**config.mk**
```make
export PLATFORM = sky130hd
export DESIGN_NAME = mul_seq_ctrl
export DESIGN_NICKNAME = d
export VERILOG_FILES = /design/src/rtl/mul_seq_ctrl.sv
export SDC_FILE = /design/constraint.sdc
export NUM_CORES = 1
export LEC_CHECK = 0
export CORE_UTILIZATION = 43
export DETAILED_ROUTE_END_ITERATION = 10
export PLACE_DENSITY = 0.8
export SYNTH_ARGS = -nofsm -noshare
export SYNTH_HDL_FRONTEND = slang
export SYNTH_SLANG_ARGS = --single-unit
```
**constraint.sdc**
```tcl
create_clock -name clk -period 2.51 [get_ports clk]
set_input_delay 0.6275 -clock clk [delete_from_list [all_inputs] [get_ports clk]]
set_output_delay 0.6275 -clock clk [all_outputs]
set_load 0.03 [all_outputs]
```
**src/rtl/mul_seq_ctrl.sv**
```systemverilog
// Sequencing front-end for the 32-bit shift-add multiplier: accepts operands,
// runs the multiplier, and buffers the sign-corrected product or a timeout result.
module mul_seq_ctrl #(
  parameter int unsigned TIMEOUT = 40
) (
  input  logic        clk,
  input  logic        Reset_n,
  input  logic        In_Valid,
  output logic        In_Ready,
  input  logic [31:0] In_A,
  input  logic [31:0] In_B,
  input  logic        In_Signed,
  output logic        Out_Valid,
  input  logic        Out_Ready,
  output logic [63:0] Out_Product,
  output logic        Out_Error,
  output logic [7:0]  Out_Cycles,
  output logic [31:0] Mul_Multiplicand,
  output logic [31:0] Mul_Multiplier,
  output logic        Mul_Run,
  output logic        Mul_Reset,
  input  logic [63:0] Mul_Product,
  input  logic        Mul_Ready
);

  typedef enum logic [2:0] {S_IDLE, S_CLR, S_WAIT, S_FIX, S_DONE} state_t;

  localparam logic [7:0] TIMEOUT_CNT = 8'(TIMEOUT);

  state_t      state;
  logic        neg;
  logic [7:0]  cnt;
  logic [7:0]  cnt_inc;
  logic [31:0] mag_a;
  logic [31:0] mag_b;

  // Two's-complement negate leaves 0x80000000 unchanged, which is its unsigned magnitude.
  always_comb begin
    mag_a = In_A;
    mag_b = In_B;
    if (In_Signed && In_A[31]) mag_a = ~In_A + 32'd1;
    if (In_Signed && In_B[31]) mag_b = ~In_B + 32'd1;
    cnt_inc = (cnt == 8'hFF) ? cnt : cnt + 8'd1;
  end

  always_ff @(posedge clk or negedge Reset_n) begin
    if (!Reset_n) begin
      state            <= S_IDLE;
      neg              <= 1'b0;
      cnt              <= '0;
      In_Ready         <= 1'b1;
      Out_Valid        <= 1'b0;
      Out_Product      <= '0;
      Out_Error        <= 1'b0;
      Out_Cycles       <= '0;
      Mul_Multiplicand <= '0;
      Mul_Multiplier   <= '0;
      Mul_Run          <= 1'b0;
      Mul_Reset        <= 1'b0;
    end else begin
      case (state)
        S_IDLE: begin
          if (In_Valid) begin
            Mul_Multiplicand <= mag_a;
            Mul_Multiplier   <= mag_b;
            neg              <= In_Signed & (In_A[31] ^ In_B[31]);
            Out_Error        <= 1'b0;
            In_Ready         <= 1'b0;
            Mul_Reset        <= 1'b1;
            state            <= S_CLR;
          end
        end
        S_CLR: begin
          Mul_Reset <= 1'b0;
          Mul_Run   <= 1'b1;
          cnt       <= '0;
          state     <= S_WAIT;
        end
        S_WAIT: begin
          cnt <= cnt_inc;
          // A Ready arriving on the timeout cycle still yields a valid product.
          if (Mul_Ready) begin
            Out_Product <= Mul_Product;
            Out_Cycles  <= cnt_inc;
            Mul_Run     <= 1'b0;
            state       <= S_FIX;
          end else if (cnt_inc >= TIMEOUT_CNT) begin
            Out_Product <= '0;
            Out_Error   <= 1'b1;
            Out_Cycles  <= cnt_inc;
            Mul_Run     <= 1'b0;
            Out_Valid   <= 1'b1;
            state       <= S_DONE;
          end
        end
        S_FIX: begin
          if (neg) Out_Product <= ~Out_Product + 64'd1;
          Out_Valid <= 1'b1;
          state     <= S_DONE;
        end
        S_DONE: begin
          if (Out_Ready) begin
            Out_Valid <= 1'b0;
            In_Ready  <= 1'b1;
            state     <= S_IDLE;
          end
        end
        default: begin
          In_Ready  <= 1'b1;
          Out_Valid <= 1'b0;
          Mul_Run   <= 1'b0;
          Mul_Reset <= 1'b0;
          state     <= S_IDLE;
        end
      endcase
    end
  end

endmodule
```
==> results.yml <==
timing:
  maxSlewHeadroom: 0.569
  min_period_over_period: 1.00
  rsz0062_at_grt: "yes"
  setup_viol: 1
  max_freq_mhz: 398
  tightest_slew_ns: 0.646
  fin_ws_ns: -0.00309
  maxSlewViolCount: 0
  hold_viol: 0
  skew_ns: 0.0163
  finalCriticalPeriod_ns: 2.51
  setup_tns_ns: -0.00309
pwr:
  power.switching_mw: 7.41
  share_comb_of_total_power: 0.570
  clkPwrFrac: 0.159
  power_switching_share: 0.456
  internal_power_mw: 8.85
  p_leak_nw: 5.77
  powerDensity_nw_per_um2: 1160
  peakVddDrop_mv: 0.679
  power_frac_seq: 0.271
logic_synthesis:
  synthFlopType: "dfrtp_1"
  yosys.area.top_type: "dfrtp_1"
  synthCells: 1069
  synth-edff-count: 0
  syn_nets: 1207
  synth_top_area_frac: 0.423
  synth_area_um2: 9000
  yosys_warnings: 0
  synth_area_leaders: "dfrtp_1, o21ai_0, nand2_1, xnor2_1, a21oi_1"
  synth_seq_area_share: 0.426
  async_reset_ff_frac: 1.00
  ys_types: 67
  syn-mean-instance-area_um2: 8.42
  synth-seq-cells: 153
cts:
  cts_made_buffers: 17
  cts_sinks: 153
  insertion_delay_ns: 0.43
  clkTransAtPathRegs_ns: 0.07
  ctsLongestPathBuffers: 2
  cts_root_buffer: "clkbuf_16"
  htreeDepth: 4
  cts_tree: "built"
final_layout:
  regArea_um2: 3840
  fin_area_um2: 14000
  fin_nets: 1584
  final_cell_mix: "clkdlybuf4s50_1, nand2_1, dfrtp_1"
  area_delta_synth_final_pct: 56.0
  final_common_cell: "clkdlybuf4s50_1"
  multi_input_area_um2: 5100
  fill_cells: 1573
  drive_gt1_frac: 0.177
global_routing:
  grt_usage: 0.292
  grt_overflow_total: 0
  grt_max_degree: 61
  grt_pass1_vias: 9687
  antenna_found_initial: 2
  grt_first_pass_wirelength_um: 49900
drt:
  ant_nets: 0
  drt-initial-drc-count: 738
  viasPerCell: 5.88
  drcViolationCount: 0
  totalWireLength_um: 32100
  vias: 10200
  dr.pass1.iters: 7
  wl_per_cell_um: 18.5
placement:
  post-place-ws_ns: -0.583
  dp_hpwl_um: 23000
  dpl_cell_area_um2: 13100
  io_buffer_count: 274
  place.gp.congestion: 0.958
critical_path:
  crit_type: "reg2reg"
  critPathArrivalTime_ns: 2.82
  cp-end-kind: "flip-flop"
  critPathLaunchType: "flip-flop"
  crit_fanout: 27
  worstPathRequired_ns: 2.82
floorplan:
  rows: 52
  die_h_um: 147
  core_area_um2: 20400
  dieArea_um2: 21500
  die_x_um: 147
  ioPinCount: 275
  start_util: 0.442
status:
  outcome: "finished with violations"
  violations: "setup timing"
job:
  drv_cap: 0
min_path:
  hp-class: "in2async"
==> final timing paths <==
kind,from,end,slack [ns],cells past startpoint
worst min register to register,Out_Cycles[0],Out_Cycles[0],0.48,2
worst max register to register,cnt[0],Out_Product[61],-0.003,10
min in group clk,Out_Cycles[0],Out_Cycles[0],0.48,2
worst min-delay path,Reset_n,Mul_Multiplier[0],0.13,1
max in group asynchronous,Reset_n,Mul_Multiplicand[7],1.64,2
worst max-delay path,cnt[0],Out_Product[61],-0.003,10
==> power groups by stage <==
stage | Combinational (mW) | Sequential, mW | Clock (mW)
final | 9.27 | 4.41 | 2.58
after global routing | 9.90 | 4.55 | 2.73
after CTS | 8.94 | 4.38 | 2.62
after detailed placement | 8.88 | 4.39 | 0
after global placement | 8.71 | 4.37 | 0
after floorplan | 2.83 | 6.29 | 0
==> through the flow <==
stage	power (mW)	hold WS, ns	util	std cells
6_report	16.3	0.133	0.689	1730
5_1_grt	17.2	0.160	0.689	1729
4_1_cts	15.9	0.149	0.673	1721
3_5_place_dp	13.3	0.466	0.642	1688
3_3_place_gp	13.1	0.461	0.642	1688
2_1_floorplan	9.12	0.332	-	1069
==> registers in the layout, summed over array words and instances (netlist names) <==
register and flops:
Out_Product 64, Mul_Multiplicand 32, Mul_Multiplier 32, Out_Cycles 8, cnt 8, state 3, In_Ready 1, Mul_Reset 1
Mul_Run 1, Out_Error 1, Out_Valid 1, neg 1
==> cells by family (layout without fill, tap and decap cells) <==
family                     Yosys count  count (layout)  share of synthesized area
AOI/OAI and AO/OA                  332             333                      0.233
muxes                                5               5                    0.00570
xor gates and xnor gates            61              61                     0.0594
other                                0               1                          0
adders and majority gates            4               4                    0.00556
DFF                                153             153                      0.426
buffers and inverters               88             477                     0.0373
and+or+nand+nor                    426             426                      0.233
==> worst max-delay path: stages (launching register included) <==
cell and delay (ns):
dfrtp_1 0.37, ha_2 0.18, buf_4 0.14, nand2_1 0.09, o2111ai_2 0.18, nand4_1 0.31
buf_4 0.28, a211oi_4 0.24, buf_12 0.23, o31ai_2 0.09, a221o_1 0.29
==> repair_timing <==
item                                    CTS  global route
resized for setup                        11            48
pin swaps                                 8            13
gates cloned                              0             3
hold buffers                              0             0
endpoints found under the setup margin   17            63
buffers inserted                          1             5
==> area by class of cell <==
| cell class | count | share of cell area |
|---|---|---|
| Antenna cell | 1 | 0.000178 |
| Clock buffer | 18 | 0.0306 |
| Clock inverter | 14 | 0.0111 |
| Inverter | 22 | 0.00589 |
| Multi-Input combinational cell | 829 | 0.364 |
| Sequential cell | 153 | 0.274 |
| Tap cell | 270 | 0.0241 |
| Timing Repair Buffer | 423 | 0.291 |
==> cells in the mapped netlist, types with 6 or more instances <==
master / instances
o211ai_1: 14
or2_2: 8
nand4_1: 16
o22ai_1: 7
xnor2_1: 45
nor4_1: 24
a221o_1: 8
nand2_1: 151
a22o_1: 9
or4_1: 13
and3_1: 6
o31ai_1: 22
a21oi_1: 70
nand3_1: 23
o31a_1: 6
a22oi_1: 10
inv_1: 22
o21ai_0: 115
a21o_1: 10
xor2_1: 16
or3_1: 13
clkbuf_1: 60
nor3_1: 49
o311ai_0: 10
a31oi_1: 15
dfrtp_1: 152
nor2_1: 84
==> metal layers <==
| metal | global-route usage | share of wire | vias to the layer above |
|---|---|---|---|
| li1 | - | - | 4682 |
| met1 | 0.362 | 0.39 | 4865 |
| met2 | 0.455 | 0.47 | 511 |
| met3 | 0.0906 | 0.095 | 106 |
| met4 | 0.152 | 0.047 | 2 |
| met5 | 0 | 0.00034 | - |
(Power assumes the default switching activity.)
